[src/rtl/adc_trig_pkg.sv]
// Shared constants for the ADC trigger sequencer.
// Covers the FSM state encodings, the trigger-source modes and the sample geometry.
package adc_trig_pkg;

    localparam int NUM_CH   = 8;
    localparam int SAMPLE_W = 16;
    localparam int CHAN_W   = 3;
    localparam int CNT_W    = 16;

    typedef logic [1:0] state_t;

    // state        | meaning
    // ST_IDLE      | not armed, only force or arm act
    // ST_ARMED     | waiting for a qualified trigger
    // ST_WAIT_DONE | trigger issued, waiting for capture memory to fill
    // ST_HOLDOFF   | post-capture dead time, then re-arm or idle
    localparam state_t ST_IDLE      = 2'd0;
    localparam state_t ST_ARMED     = 2'd1;
    localparam state_t ST_WAIT_DONE = 2'd2;
    localparam state_t ST_HOLDOFF   = 2'd3;

    typedef logic [1:0] mode_t;

    localparam mode_t MODE_FORCE = 2'd0;
    localparam mode_t MODE_EXT   = 2'd1;
    localparam mode_t MODE_LEVEL = 2'd2;
    localparam mode_t MODE_BOTH  = 2'd3;

endpackage

[src/rtl/adc_level_cross.sv]
// Signed threshold crossing detector working on the previous and current samples.
// A crossing is reported only when the earlier sample was strictly on the far side of the level.
module adc_level_cross
    import adc_trig_pkg::*;
(
    input  logic signed [SAMPLE_W-1:0] i_prev,
    input  logic signed [SAMPLE_W-1:0] i_cur,
    input  logic signed [SAMPLE_W-1:0] i_level,
    input  logic                       i_edge_pol,
    output logic                       o_cross
);

    logic w_rise;
    logic w_fall;

    assign w_rise  = (i_prev < i_level) && (i_cur >= i_level);
    assign w_fall  = (i_prev > i_level) && (i_cur <= i_level);
    assign o_cross = i_edge_pol ? w_fall : w_rise;

endmodule

[src/rtl/adc_trig_seq.sv]
// ADC trigger sequencer: arms, qualifies level/external/forced triggers, and
// sequences capture completion and holdoff before returning to armed or idle.
module adc_trig_seq
    import adc_trig_pkg::*;
(
    input  logic                       clk,
    input  logic                       rst,
    input  logic [NUM_CH*SAMPLE_W-1:0] adc_data,
    input  logic [CHAN_W-1:0]          chan_sel,
    input  logic [SAMPLE_W-1:0]        level,
    input  logic                       edge_pol,
    input  logic [1:0]                 mode,
    input  logic                       ext_trig,
    input  logic                       arm,
    input  logic                       disarm,
    input  logic                       force_req,
    input  logic [CNT_W-1:0]           holdoff,
    input  logic                       auto_rearm,
    input  logic                       capture_done,
    output logic                       trig_out,
    output logic [1:0]                 state,
    output logic [CNT_W-1:0]           trig_count
);

    state_t                     r_state;
    logic                       r_trig;
    logic [CNT_W-1:0]           r_count;
    logic [CNT_W-1:0]           r_hold_cnt;
    logic signed [SAMPLE_W-1:0] r_cur;
    logic signed [SAMPLE_W-1:0] r_prev;
    logic                       r_ext_q;
    logic                       r_ext_qq;

    state_t                     w_state_nxt;
    logic                       w_fire;
    logic                       w_load;
    logic [SAMPLE_W-1:0]        w_sel;
    logic                       w_lvl_evt;
    logic                       w_ext_evt;
    logic                       w_src_evt;

    assign w_sel = adc_data[chan_sel*SAMPLE_W +: SAMPLE_W];

    adc_level_cross u_level_cross (
        .i_prev     (r_prev),
        .i_cur      (r_cur),
        .i_level    ($signed(level)),
        .i_edge_pol (edge_pol),
        .o_cross    (w_lvl_evt)
    );

    // Edge taken from two registered copies so ext and level events share the same latency.
    assign w_ext_evt = r_ext_q & ~r_ext_qq;
    assign w_src_evt = (((mode == MODE_EXT)   || (mode == MODE_BOTH)) && w_ext_evt) ||
                       (((mode == MODE_LEVEL) || (mode == MODE_BOTH)) && w_lvl_evt);

    always_comb begin
        w_state_nxt = r_state;
        w_fire      = 1'b0;
        w_load      = 1'b0;
        case (r_state)
            ST_IDLE: begin
                if (disarm) begin
                    w_state_nxt = ST_IDLE;
                end else if (force_req) begin
                    w_state_nxt = ST_WAIT_DONE;
                    w_fire      = 1'b1;
                end else if (arm) begin
                    w_state_nxt = ST_ARMED;
                end
            end
            ST_ARMED: begin
                if (disarm) begin
                    w_state_nxt = ST_IDLE;
                end else if (force_req || w_src_evt) begin
                    w_state_nxt = ST_WAIT_DONE;
                    w_fire      = 1'b1;
                end
            end
            ST_WAIT_DONE: begin
                if (capture_done) begin
                    w_state_nxt = ST_HOLDOFF;
                    w_load      = 1'b1;
                end
            end
            ST_HOLDOFF: begin
                if (disarm) begin
                    w_state_nxt = ST_IDLE;
                end else if (r_hold_cnt == '0) begin
                    w_state_nxt = auto_rearm ? ST_ARMED : ST_IDLE;
                end
            end
            default: w_state_nxt = ST_IDLE;
        endcase
    end

    always_ff @(posedge clk) begin
        if (rst) begin
            r_state    <= ST_IDLE;
            r_trig     <= 1'b0;
            r_count    <= '0;
            r_hold_cnt <= '0;
            r_cur      <= '0;
            r_prev     <= '0;
            r_ext_q    <= 1'b0;
            r_ext_qq   <= 1'b0;
        end else begin
            r_state  <= w_state_nxt;
            r_trig   <= w_fire;
            r_cur    <= $signed(w_sel);
            r_prev   <= r_cur;
            r_ext_q  <= ext_trig;
            r_ext_qq <= r_ext_q;
            if (w_fire) begin
                r_count <= r_count + 16'd1;
            end
            if (w_load) begin
                r_hold_cnt <= holdoff;
            end else if ((r_state == ST_HOLDOFF) && (r_hold_cnt != '0)) begin
                r_hold_cnt <= r_hold_cnt - 16'd1;
            end
        end
    end

    assign trig_out   = r_trig;
    assign state      = r_state;
    assign trig_count = r_count;

endmodule

[config.mk]
export PLATFORM = sky130hd
export DESIGN_NAME = adc_trig_seq
export DESIGN_NICKNAME = d
export VERILOG_FILES = /design/src/rtl/adc_trig_pkg.sv /design/src/rtl/adc_level_cross.sv /design/src/rtl/adc_trig_seq.sv
export SDC_FILE = /design/constraint.sdc
export NUM_CORES = 1
export LEC_CHECK = 0
export CORE_MARGIN = 10
export CORE_UTILIZATION = 30
export CTS_CLUSTER_DIAMETER = 40
export DETAILED_ROUTE_END_ITERATION = 8
export GPL_TIMING_DRIVEN = 0
export PLACE_DENSITY = 0.62
export SETUP_SLACK_MARGIN = 0.2
export SLEW_MARGIN = 20
export SYNTH_ARGS = -nofsm -noshare
export SYNTH_HDL_FRONTEND = slang
export SYNTH_SLANG_ARGS = --single-unit
[constraint.sdc]
create_clock -name clk -period 5.69 [get_ports clk]
set_input_delay 0.8535 -clock clk [delete_from_list [all_inputs] [get_ports clk]]
set_output_delay 0.8535 -clock clk [all_outputs]
set_load 0.005 [all_outputs]
# ---- Word-level counts from Yosys, hierarchy flattened
# Cells that the tools add are included.
dict set report word_totals {
  out_inout_bits 19
  register_bits 69
  wordCells 61
}
dict set report op_classes {
  add_sub_neg 2
  shift 1
  n_bitwise 2
  n_eq_ne 10
  reduce_logical 14
  n_mux 20
  n_lt_le_gt_ge 4
}
# op n
set ops {}
lappend ops {{indexed part select 128 x 8 -> 16 bit} 1}
lappend ops {{2-to-1 mux 16 bit} 2}
lappend ops {{adder 16 x 1 -> 16 bit, second input constant} 1}
lappend ops {{>= comparator 16 bit} 1}
lappend ops {{greater-than comparator 16 bit} 1}
lappend ops {{<= comparator 16 bit} 1}
lappend ops {{zero test 16 bit} 1}
lappend ops {{less-than comparator 16 bit} 1}
lappend ops {{2-to-1 mux 2 bit} 8}
lappend ops {{nonzero test 16 bit} 1}
lappend ops {{subtractor 16 x 1 -> 16 bit, second input constant} 1}
lappend ops {{equality test 2 bit, second input constant} 4}
lappend ops {{2-to-1 mux 1 bit} 8}
lappend ops {{one-hot mux 2 bit (4 select lines)} 1}
lappend ops {{!= test 3 bit, second input constant} 2}
lappend ops {{logical AND 1 bit} 5}
lappend ops {{equality test 2 x 1 -> 1 bit, second input constant} 2}
lappend ops {{logical OR 1 bit} 4}
lappend ops {{!= test 4 bit, second input constant} 1}
lappend ops {{AND reduction 4 bit} 1}
lappend ops {{zero test 2 bit} 1}
lappend ops {{!= test 2 bit, second input constant} 1}
lappend ops {{one-hot mux 1 bit (2 select lines)} 1}
lappend ops {{nonzero test 2 bit} 1}
lappend ops {{other kinds (2)} 2}

# ---- Longest topological paths before layout
# Gate-level depths: netlist of the first run.
dict set report depth {
  depth_word 9
  ltp_mapped 12
  ltp_nobuf 11
}

# ---- Hierarchy
# A second synthesis of the first run with hierarchy kept.
dict set report unflattened {
  hier_cells 449
  hier_area_um2 4508.1
}
# module cells_each area_per_inst_um2 seq_area_each_um2 instances
set by_module_without_submodules {}
lappend by_module_without_submodules {adc_trig_seq 344 3649.8 1381.3 1}
lappend by_module_without_submodules {adc_level_cross 105 858.3 0.0 1}

# ---- Least setup slack after synthesis of the first run
# No wires, ideal clock.
dict set report synth_path {
  path_kind {input to register}
  start {input port level[1]}
  end {register r_count[9] (netlist: trig_count[9])}
  t_arrival_ns 3.361
  path_slack_ns 2.258
  required_time_ns 5.620
  cell_stages 11
  path_cell_list {inv_1 -> ha_1 -> nor2b_1 -> o211ai_2 -> a2111oi_4 -> nor4_4 -> mux2_4 -> a311oi_4 -> o21ai_2 -> or4_1 -> a21oi_1}
}
dict set report synth_via {
  elab_chain_cells 9
  word_cells_on_any_way 13
}
# item line_no
set synth_lines {}
lappend synth_lines {{start: declaration} adc_trig_seq.sv:10} ;# input logic [SAMPLE_W-1:0] level,
lappend synth_lines {{less-than comparator 16 bit (tied with other cells)} adc_level_cross.sv:16} ;# assign w_rise = (i_prev < i_level) && (i_cur >= i_level);
lappend synth_lines {{logical AND 1 bit (on tied branches)} {adc_level_cross.sv:16, adc_level_cross.sv:17}}
lappend synth_lines {{2-to-1 mux 1 bit *} adc_level_cross.sv:18} ;# assign o_cross = i_edge_pol ? w_fall : w_rise;
lappend synth_lines {{logical AND 1 bit *} adc_trig_seq.sv:55} ;# (((mode == MODE_LEVEL) || (mode == MODE_BOTH)) && w_lvl_evt);
lappend synth_lines {{logical OR 1 bit *} adc_trig_seq.sv:54} ;# assign w_src_evt = (((mode == MODE_EXT) || (mode == MODE_BOTH)) && w_ext_evt) ||
lappend synth_lines {{logical OR 1 bit *} adc_trig_seq.sv:75} ;# end else if (force_req || w_src_evt) begin
lappend synth_lines {{2-to-1 mux 1 bit *} adc_trig_seq.sv:75}
lappend synth_lines {{2-to-1 mux 1 bit *} adc_trig_seq.sv:73} ;# if (disarm) begin
lappend synth_lines {{one-hot mux 1 bit (2 select lines) *} adc_trig_seq.sv:61} ;# case (r_state)
lappend synth_lines {{end signal: assignment} adc_trig_seq.sv:115} ;# r_count <= r_count + 16'd1;
lappend synth_lines {{end: declaration} adc_trig_seq.sv:27} ;# logic [CNT_W-1:0] r_count;
# Mark *: on every way between the ends. The rest lies on a longest branch, timed or not.
# A chain may end at the register's enable or synchronous reset.

# ---- Final worst setup path of the first run
dict set report layout_path {
  start {input port level[15]}
  end {register r_count[1] (netlist: trig_count[1])}
}
# The elaborated chain is that of the path after synthesis.

==> impl_results.md, run 1 <==
- Status: finished clean
- Final wirelength: approximately 15,000 um
- Worst slew pin tran: approximately 860 ps
- Synth top area share: 30.91%
- Syn nets: approximately 660
- Post-synthesis simple-gate area fraction: ~18%
- Maximum clock insertion buffer count: 2
- Seq/Total Area, Yosys: a little over 30%
- RD Place Congestion: 0.8509
- Crit Path Max Fanout: 10
- First-pass GRT wire length: 24,040 um
- Slowest-stage cell, CP: clkdlybuf4s50_1
- FF+latch count, synth: 69
- Crit path time final: 3992 ps
- Largest family of logic cells by synthesized area: multiplexers
- Full die area: 0.02018 sq mm
- Area grow syn2layout: 54.26%
- Total track usage: 14.86%
- Commonest cells after routing, fill and taps aside: clkdlybuf4s50_1 (189), dfxtp_1 (69), nor2_1 (49), ha_1 (34), mux4_2 (32)
- Top cells by area, synth: dfxtp_1 (31%), mux4_2 (16%), ha_1 (9.5%), mux2i_1 (4.7%), nor2_1 (4.1%)
- Final period util: 70.16%
- Crit-path cells: clkdlybuf4s50_1 -> inv_1 -> ha_1 -> and3_1 -> nand4_1 -> a211oi_1 -> nor3_1 -> mux2i_1 -> o31a_1 -> o21ai_2 -> clkbuf_1 -> mux2i_1 -> nor2_1
- Drt via density: about 5.1
- CP delay by family, top: compound AO/OA/AOI/OAI gates
- Final Util: around 47%
- Hold Slack: about 450 ps
- Pwr Density: approximately 210 mW/mm^2
- Setup TNS: 0 ps
- Syn Area/Cell: 9.932 sq um
- Inserted Clock Buffers: 9
- Slew Limit Fails: 0
- Overall die width: ~140 um
- Synth Area in XOR/XNOR: 2.940%
- CTS tree: built
- Cells after Synth: 450
- Total number of vias: 4,246
- R2R Path Start: r_cur[15]
- Crit Path Class: primary input to flip-flop
- Ys flop type: dfxtp_1
- Max-cap violations: 0
- Commonest non-fill, non-tap cell in the layout: clkdlybuf4s50_1
- Post-CTS Setup Bufs: 0
- Adder-cell share of the synthesized area: 9.518%
- Number of global-route vias before repair: 4,782
- Layout Nets: between 800 and 900
- Wire per inst: 18.17 um
- Cell count after placement: 823
- Core area: 0.01459 sq mm
- Crit path top cell by count: mux2i_1
- Final hold violations: 0
- Initial antenna violation count: 1
- Port Buffers: 189
- CTS hold repair buffers: 0
- Non-Filler Instances: 840
- Post-DP HPWL: 13,160 um
- Arr. time, crit path: 4200 ps
- I/O pin count: 193
- Clock transition at path regs: 60 ps
- Max transition margin: between 40% and 50%
- Share of flip-flops with an asynchronous set or reset: 0%
- DR pass1 iterations: 4
- Leading area contributor after synthesis: dfxtp_1
- Starting density of the core: a little under a third
- Post-Syn Area: roughly 0.0045 sq mm
- DRC: 0
- PostCTS Resize Cnt: 0
- Initial DRC count: approximately 190
- Post-synth cell types: 51
- Worst setup path startpoint: level[15]
- Worst EP required: between 5000 and 6000 ps
- Synth warn: 0
- Largest net degree at the start of global routing: 13
- Clock latency on the worst-skew pair: about 340 ps
- Clock sink total: 69
- Clock Skew: about 7.5 ps
- Worst setup SP type: primary input
- CTS Root Cell: clkbuf_16
- RSZ-0062 raised after global routing: false
- H-tree depth: 3
- CP Buf/Inv Count: 3
- Final Setup Violations: 0
- Peak supply drop: roughly 0.00011 V
- Crit. End Element: flip-flop
- Worst path max stage delay: 450 ps
- Worst hold start: r_cur[0]
- Leak: around 2.7 nW
- Layout cell share with drive strength beyond 1: 9.313%
- Mux contribution to synthesized area: 21.16%
- Num rows: between 40 and 50
- Achievable Freq: 250.5 MHz
- Post-synth EDFFs: 0
- Synth Area in Compound Gates: 13.24%
- Die height: 142.1 um
- Worst hold path type: flip-flop to flip-flop
- Overflow after GRT: 0
- Final ANT Viol Nets: 0
-- flip-flops by register name, summed over array words and instances, names as in the netlist --
name and cells:
r_cur 16, r_ext_q 1, r_ext_qq 1, r_hold_cnt 16, r_prev 16, state 2, trig_count 16, trig_out 1
-- cell families after synthesis --
kind of cell,Yosys count
AO/OA/AOI/OAI,81
XOR/XNOR,15
adder cells (fa/ha/maj),34
buffers and inverters,49
flip-flops,69
multiplexers,54
AND/OR/NAND/NOR,148
-- area by class of cell --
type | instances | area [sq um]
Sequential cell | 69 | 1381
Timing Repair Buffer | 189 | 1892
Tap cell | 184 | 230.2
Antenna cell | 1 | 2.502
Fill cell | 1364 | 7695
Buffer | 24 | 97.59
Clock inverter | 6 | 61.31
Clock buffer | 10 | 239.0
Inverter | 25 | 93.84
Multi-Input combinational cell | 332 | 2897
-- per-stage QoR --
step / cell area (sq um) / total power [mW] / setup slack, ps
4_1_cts: 6892 / 1.484 / 1676
5_1_grt: 6892 / 1.531 / 1400
3_5_place_dp: 6591 / 0.9130 / 1352
3_3_place_gp: 6591 / 0.9044 / 1350
2_1_floorplan: 4469 / 0.7338 / 2258
6_report: 6894 / 1.467 / 1698
-- path summary, 6_finish.rpt --
kind                        end  slack [ps]  cells past startpoint
hold reg to reg       r_prev[0]         450                      2
setup reg to reg  trig_count[1]        2420                     11
hold / removal        r_prev[0]         450                      2
setup / recovery  trig_count[1]        1700                     13
-- synth_stat cells, types with 14 or more instances --
| library cell | n |
|---|---|
| mux4_2 | 32 |
| a211oi_1 | 15 |
| clkbuf_1 | 18 |
| nor2b_1 | 19 |
| a21oi_1 | 24 |
| nand2_1 | 15 |
| o21ai_0 | 14 |
| nor2_1 | 49 |
| dfxtp_1 | 69 |
| inv_1 | 25 |
| ha_1 | 34 |
| mux2i_1 | 21 |
-- layer usage --
metal	track usage [%]	vias up	wire [um]	part of all wire (%)
met2	26.50	135	7607	50
met5	0	-	0	0
met1	15.36	1997	5986	39
li1	-	2096	-	-
met4	5.756	0	329	2.2
met3	5.674	18	1342	8.8
-- worst register-to-register path, stage by stage (launching register included) --
cell and delay [ps]:
dfxtp_1 330, ha_1 310, and3_1 170, nand4_1 230, a211oi_1 330, nor3_1 110, mux2i_1 190, o31a_1 350
o21ai_2 410, clkbuf_1 430, mux2i_1 240, nor2_1 50
-- power breakdown --
part	internal (mW)	leakage [nW]	switching, mW
clock	0.350	0.149	0.217
combinational	0.217	1.96	0.148
sequential	0.514	0.565	0.0206
total	1.08	2.68	0.386
Power figures use the tool's default switching activity.
==> inputs of run 2 (changes only) <==
==> constraint.sdc (replaced) <==
create_clock -name clk -period 4.12 [get_ports clk]
set_input_delay 0.618 -clock clk [delete_from_list [all_inputs] [get_ports clk]]
set_output_delay 0.618 -clock clk [all_outputs]
set_load 0.005 [all_outputs]
==> run 2 against run 1 <==
  * Critical endpoint is now trig_count[3]
  * Sequential cell count unchanged
  * Global-route usage did not move
  * Count of clock-buffer cells in the layout did not move
  * Combinational power is 38% higher
  * Clock power rose by 38%
  * Cell count unchanged
  * Critical path depth is 1 lower
  * Die area stayed put
  * Sequential share of layout area about the same
  * Total power increased by 38%
==> impl_results.md, run 2 (synthesis gave the netlist of run 1 again) <==
- Arr. time, crit path: 3960 ps (-240 ps)
- Highest Signal Layer: met4
- Final ANT Viol Nets: 0 (unchanged)
- Final Setup Violations: 0 (unchanged)
- H-tree depth: 3 (unchanged)
- Area grow syn2layout: 54.28% (about the same)
- Total power: 2.027 mW (+38%)
- FILL cells: 1,363 (-0.073%)
- Hold endpoint: r_prev[0]
- Worst hold stages: 2 (unchanged)
- Inserted Clock Buffers: 9 (unchanged)
- Worst slew pin tran: 861.2 ps (unchanged)
- Crit Path Class: primary input to flip-flop
- RD Place Congestion: 0.8509 (unchanged)
- Total track usage: 14.86% (unchanged)
- Num rows: 44 (unchanged)
- CTS tree: built
- Starting density of the core: 30.63% (unchanged)
- Peak supply drop: 0.0001470 V (+38%)
- Wire per inst: 18.18 um (about the same)
- Worst hold start: r_cur[0]
- Initial antenna violation count: 1 (unchanged)
- Post-DP HPWL: 13,160 um (unchanged)
- Overflow after GRT: 0 (unchanged)
- Clock transition at path regs: 60 ps (about the same)
- Worst hold path type: flip-flop to flip-flop
- Core area: 0.01459 sq mm (unchanged)
- Final wirelength: 15,270 um (about the same)
- Post-Place Worst Slack: 17.10 ps (-1335 ps)
- WL met3: 1353 um (+0.82%)
- RSZ-0062 raised after global routing: false
- Layout cell share with drive strength beyond 1: 9.466% (+0.15 points)
- Met2 WL: 7601 um (about the same)
- CTS Root Cell: clkbuf_16
- Number of global-route vias before repair: 4,782 (unchanged)
- R2R Path Start: r_prev[9]
- Max-cap violations: 0 (unchanged)
- Critical R2R Capture: trig_count[3]
- Final hold violations: 0 (unchanged)
- DRC: 0 (unchanged)
- Maximum clock insertion buffer count: 2 (unchanged)
- Drt via density: 5.039 (-0.31%)
- Layout Nets: 858 (unchanged)
- Clock sink total: 69 (unchanged)
- FF-to-FF path depth: 11 (unchanged)
- Placed inst area: 0.006591 sq mm (unchanged)
- Largest net degree at the start of global routing: 13 (unchanged)
- Full die area: 0.02018 sq mm (unchanged)
- Final design area excluding fillers: 0.006895 sq mm (about the same)
- Max transition margin: 42.58% (unchanged)
- DR pass1 iterations: 4 (unchanged)
- Port Buffers: 189 (unchanged)
- Status: finished clean
- Commonest cells after routing, fill and taps aside: clkdlybuf4s50_1 (189), dfxtp_1 (69), nor2_1 (49), ha_1 (34), mux4_2 (32)
- Worst setup path startpoint: level[3]
- Overall die width: 142.1 um (unchanged)
- Hold Slack: 448.9 ps (-0.01000 ps)
- Crit Path Max Fanout: 10 (unchanged)
- Crit path time final: 3698 ps
- Leak: 2.680 nW (about the same)
- Worst setup SP type: primary input
- Clock latency on the worst-skew pair: 340 ps (about the same)
- Pwr Density: 293.9 mW/mm^2 (+38%)
- Post-route setup slack: 422.3 ps (-1276 ps)
- Achievable Freq: 270.4 MHz
- M1 wire length: 5985 um (about the same)
- Worst R2R Setup Slack: 950 ps (-1470 ps)
- Slew Limit Fails: 0 (unchanged)
- Total number of vias: 4,233 (-0.31%)
- I/O pin count: 193 (unchanged)
- First-pass GRT wire length: 24,040 um (unchanged)
- Crit. End Element: flip-flop
- Worst EP required: 4380 ps (-1520 ps)
- Initial DRC count: 193 (+0.52%)
- Post-CTS Setup Bufs: 0 (unchanged)
- Final period util: about 90%
- Clock Skew: 7.541 ps (+0.002910 ps)
- Die height: 142.1 um (unchanged)
- Setup TNS: 0 ps (unchanged)
- Commonest non-fill, non-tap cell in the layout: clkdlybuf4s50_1
==> run 2: cell counts in the layout (fill, tap and decap cells not counted) <==
No cell type changed its count.
==> run 2: cell type report <==
| class | instances | area [sq um] | area share (%) |
|---|---|---|---|
| Timing Repair Buffer | 189 | 1892 | 27.44 |
| Multi-Input combinational cell | 332 | 2897 | 42.01 |
| Clock buffer | 10 | 239.0 | 3.466 |
| Clock inverter | 6 | 61.31 | 0.8891 |
| Inverter | 25 | 93.84 | 1.361 |
| Buffer | 24 | 98.84 | 1.433 |
| Tap cell | 184 | 230.2 | 3.339 |
| Sequential cell | 69 | 1381 | 20.03 |
| Antenna cell | 1 | 2.502 | 0.03629 |
==> run 2: layer usage <==
layer  vias to the layer above  global-route usage (%)
li1                       2092                       -
met5                         -                       0
met2                       137                   26.50
met4                         0                   5.756
met1                      1986                   15.36
met3                        18                   5.674
==> run 2: worst max-delay path by stage <==
stage,end,slack [ps],depth (start not counted)
2_1_floorplan,trig_count[9],920,11
3_3_place_gp,trig_count[1],20,13
3_5_place_dp,trig_count[1],20,13
4_1_cts,trig_count[1],340,13
5_1_grt,trig_count[3],210,12
6_report,trig_count[3],420,12
==> run 2: metrics by stage <==
stage / instances / utilization [%]
floorplan: 450 / -
CTS: 839 / 47.24
global placement: 823 / 45.18
finish: 840 / 47.26
detailed placement: 823 / 45.18
global route: 839 / 47.25
==> run 2: worst max-delay path, stage by stage <==
cell and delay, ps:
clkdlybuf4s50_1 480, inv_1 80, ha_1 340, a21oi_1 260
a2111oi_4 120, nor4_4 350, mux2_4 350, a311oi_4 420
o21ai_2 210, buf_6 210, or3_1 340, a21oi_1 160
==> run 2: where the power goes <==
group | internal (mW) | switching [mW]
Sequential | 0.711 | 0.0285
Clock | 0.484 | 0.300
Combinational | 0.300 | 0.205
Total | 1.49 | 0.533
==> run 2: what timing repair did <==
item	in CTS	in global routing
hold buffers	0	0
endpoints found under the setup margin	0	9
resized for setup	0	2
endpoints found under the hold margin	0	0
==> inputs of run 3 (changes only) <==
--- a/config.mk
+++ b/config.mk
@@ -5,7 +5,7 @@
 export SDC_FILE = /design/constraint.sdc
 export NUM_CORES = 1
 export LEC_CHECK = 0
-export CORE_MARGIN = 10
+export CORE_MARGIN = 2
 export CORE_UTILIZATION = 30
 export CTS_CLUSTER_DIAMETER = 40
 export DETAILED_ROUTE_END_ITERATION = 8
==> run 3 against run 2 <==
  * Core utilization grew 0.27 points
  * Die area decreased by 21%
  * Clock power up 4.2%
  * Critical path type unchanged
==> impl_results.md, run 3 (synthesis gave the netlist of run 1 again) <==
- Number of global-route vias before repair: 4,591 (-4.0%)
- Die height: 126.1 um (-11%)
- Peak supply drop: 0.0001884 V (+28%)
- DRC: 0 (unchanged)
- Commonest cells after routing, fill and taps aside: clkdlybuf4s50_1 (189), dfxtp_1 (69), nor2_1 (49), ha_1 (34), mux4_2 (32)
- Post-route setup slack: 407.4 ps (-14.81 ps)
- Total track usage: 17.78% (+2.9 points)
- Worst slew pin tran: 884.8 ps (+23.56 ps)
- Total number of vias: 4,250 (+0.40%)
- Commonest non-fill, non-tap cell in the layout: clkdlybuf4s50_1
- Final ANT Viol Nets: 0 (unchanged)
- CTS hold repair buffers: 0 (unchanged)
- Num rows: 44 (unchanged)
- Overall die width: 126.1 um (-11%)
- Final hold violations: 0 (unchanged)
- Final wirelength: 13,960 um (-8.6%)
- Worst EP required: 4310 ps (-70 ps)
- Largest net degree at the start of global routing: 12 (-1)
- Crit. End Element: flip-flop
- Crit Path Max Fanout: 10 (unchanged)
- Area grow syn2layout: 54.59%
- Layout Nets: 858 (unchanged)
- Final Setup Violations: 0 (unchanged)
- Maximum clock insertion buffer count: 2 (unchanged)
- Initial DRC count: 277 (+44%)
- Clock sink total: 69 (unchanged)
- Overflow after GRT: 0 (unchanged)
- I/O pin count: 193 (unchanged)
- Slew Limit Fails: 0 (unchanged)
- First-pass GRT wire length: 22,650 um (-5.8%)
- Crit Path Class: primary input to flip-flop
- Max transition margin: 41.01% (-1.6 points)
- RSZ-0062 raised after global routing: false
- Cell count after placement: 823 (unchanged)
- Post-DP HPWL: 11,610 um (-12%)
- Worst hold path type: flip-flop to flip-flop
- Post-CTS Setup Bufs: 0 (unchanged)
- Leak: 2.689 nW (+0.35%)
- Max-cap violations: 0 (unchanged)
- CTS tree: built
- Pwr Density: 298.4 mW/mm^2 (+1.5%)
- Clock Skew: 6.567 ps (-0.9744 ps)
- Final Util: 47.54% (+0.27 points)
- Hold Slack: 441.8 ps (-7.126 ps)
- Status: finished clean
- Full die area: 0.01589 sq mm (-21%)
- Drt via density: 5.066 (+0.52%)
- Final period util: 90.11% (+0.36 points)
- Total power: 2.062 mW (+1.7%)
- Core area: 0.01453 sq mm (-0.38%)
- Wire per inst: 16.64 um (-8.5%)
- Layout cell share with drive strength beyond 1: 9.327% (-0.14 points)
- Inserted Clock Buffers: 9 (unchanged)
- DR pass1 iterations: 4 (unchanged)
- Starting density of the core: 30.75% (+0.12 points)
- Non-Filler Instances: 839 (-0.12%)
- CTS Root Cell: clkbuf_16
- Initial antenna violation count: 1 (unchanged)
- Clock latency on the worst-skew pair: 330 ps (about the same)
- Worst setup SP type: primary input
- Achievable Freq: 269.4 MHz (-0.40%)
- Port Buffers: 189 (unchanged)
- Clock transition at path regs: 50 ps (about the same)
- Arr. time, crit path: 3910 ps (-50 ps)
- Crit path time final: 3713 ps (+14.81 ps)
- Register area: 0.001381 sq mm (unchanged)
- Multi-input gate area: 0.002897 sq mm (unchanged)
- Post-Place Worst Slack: -74.55 ps (-91.65 ps)
- RD Place Congestion: 0.8416 (-1.1%)
- FILL cells: 1,379 (+1.2%)
- H-tree depth: 3 (unchanged)
## run 3: per-stage QoR
stage / area, sq um / TNS, ps
after detailed placement: 6591 / -175.8
after CTS: 6905 / 0
final: 6909 / 0
after floorplan: 4469 / 0
after global placement: 6591 / -45.59
after global routing: 6909 / 0
## run 3: final cells by class
type	instances	share of cell area (%)
timing repair buffer	189	27.38
clock buffer	10	3.459
antenna	1	0.03622
multi-input combinational	332	41.92
clock inverter	5	1.087
tap	184	3.332
sequential	69	19.99
buffer	24	1.431
inverter	25	1.358
## run 3: what timing repair did
action                                  in CTS  in global routing
hold endpoints to repair                     0                  0
resized for setup                            0                  2
endpoints found under the setup margin       0                  9
## run 3: worst paths after layout
| kind | from | to | slack [ps] | cells past startpoint |
|---|---|---|---|---|
| max reg2reg | r_cur[15] | trig_count[1] | 930 | 11 |
| min reg2reg | r_cur[0] | r_prev[0] | 440 | 2 |
| min | r_cur[0] | r_prev[0] | 440 | 2 |
| max | level[15] | trig_count[1] | 410 | 13 |
## run 3: where the power goes
part / total [mW] / internal (mW) / switching (mW)
logic: 0.507 / 0.300 / 0.207
clock network: 0.816 / 0.539 / 0.276
registers: 0.740 / 0.711 / 0.0287
total: 2.06 / 1.55 / 0.512
## run 3: routing by layer
metal	global-route usage, %	routed length (um)	vias up
met5	0	0	-
met4	7.046	235	0
met3	3.441	766	18
met2	31.59	7129	147
met1	21.06	5826	1996
li1	-	-	2089
## run 3: worst max-delay path, stage by stage
cell	delay [ps]
clkdlybuf4s50_1	490
inv_1	70
ha_1	310
and3_1	180
nand4_1	250
a211oi_1	380
nor3_1	110
mux2i_1	200
o31a_1	340
o21ai_2	380
clkbuf_2	310
mux2i_1	210
nor2_1	50
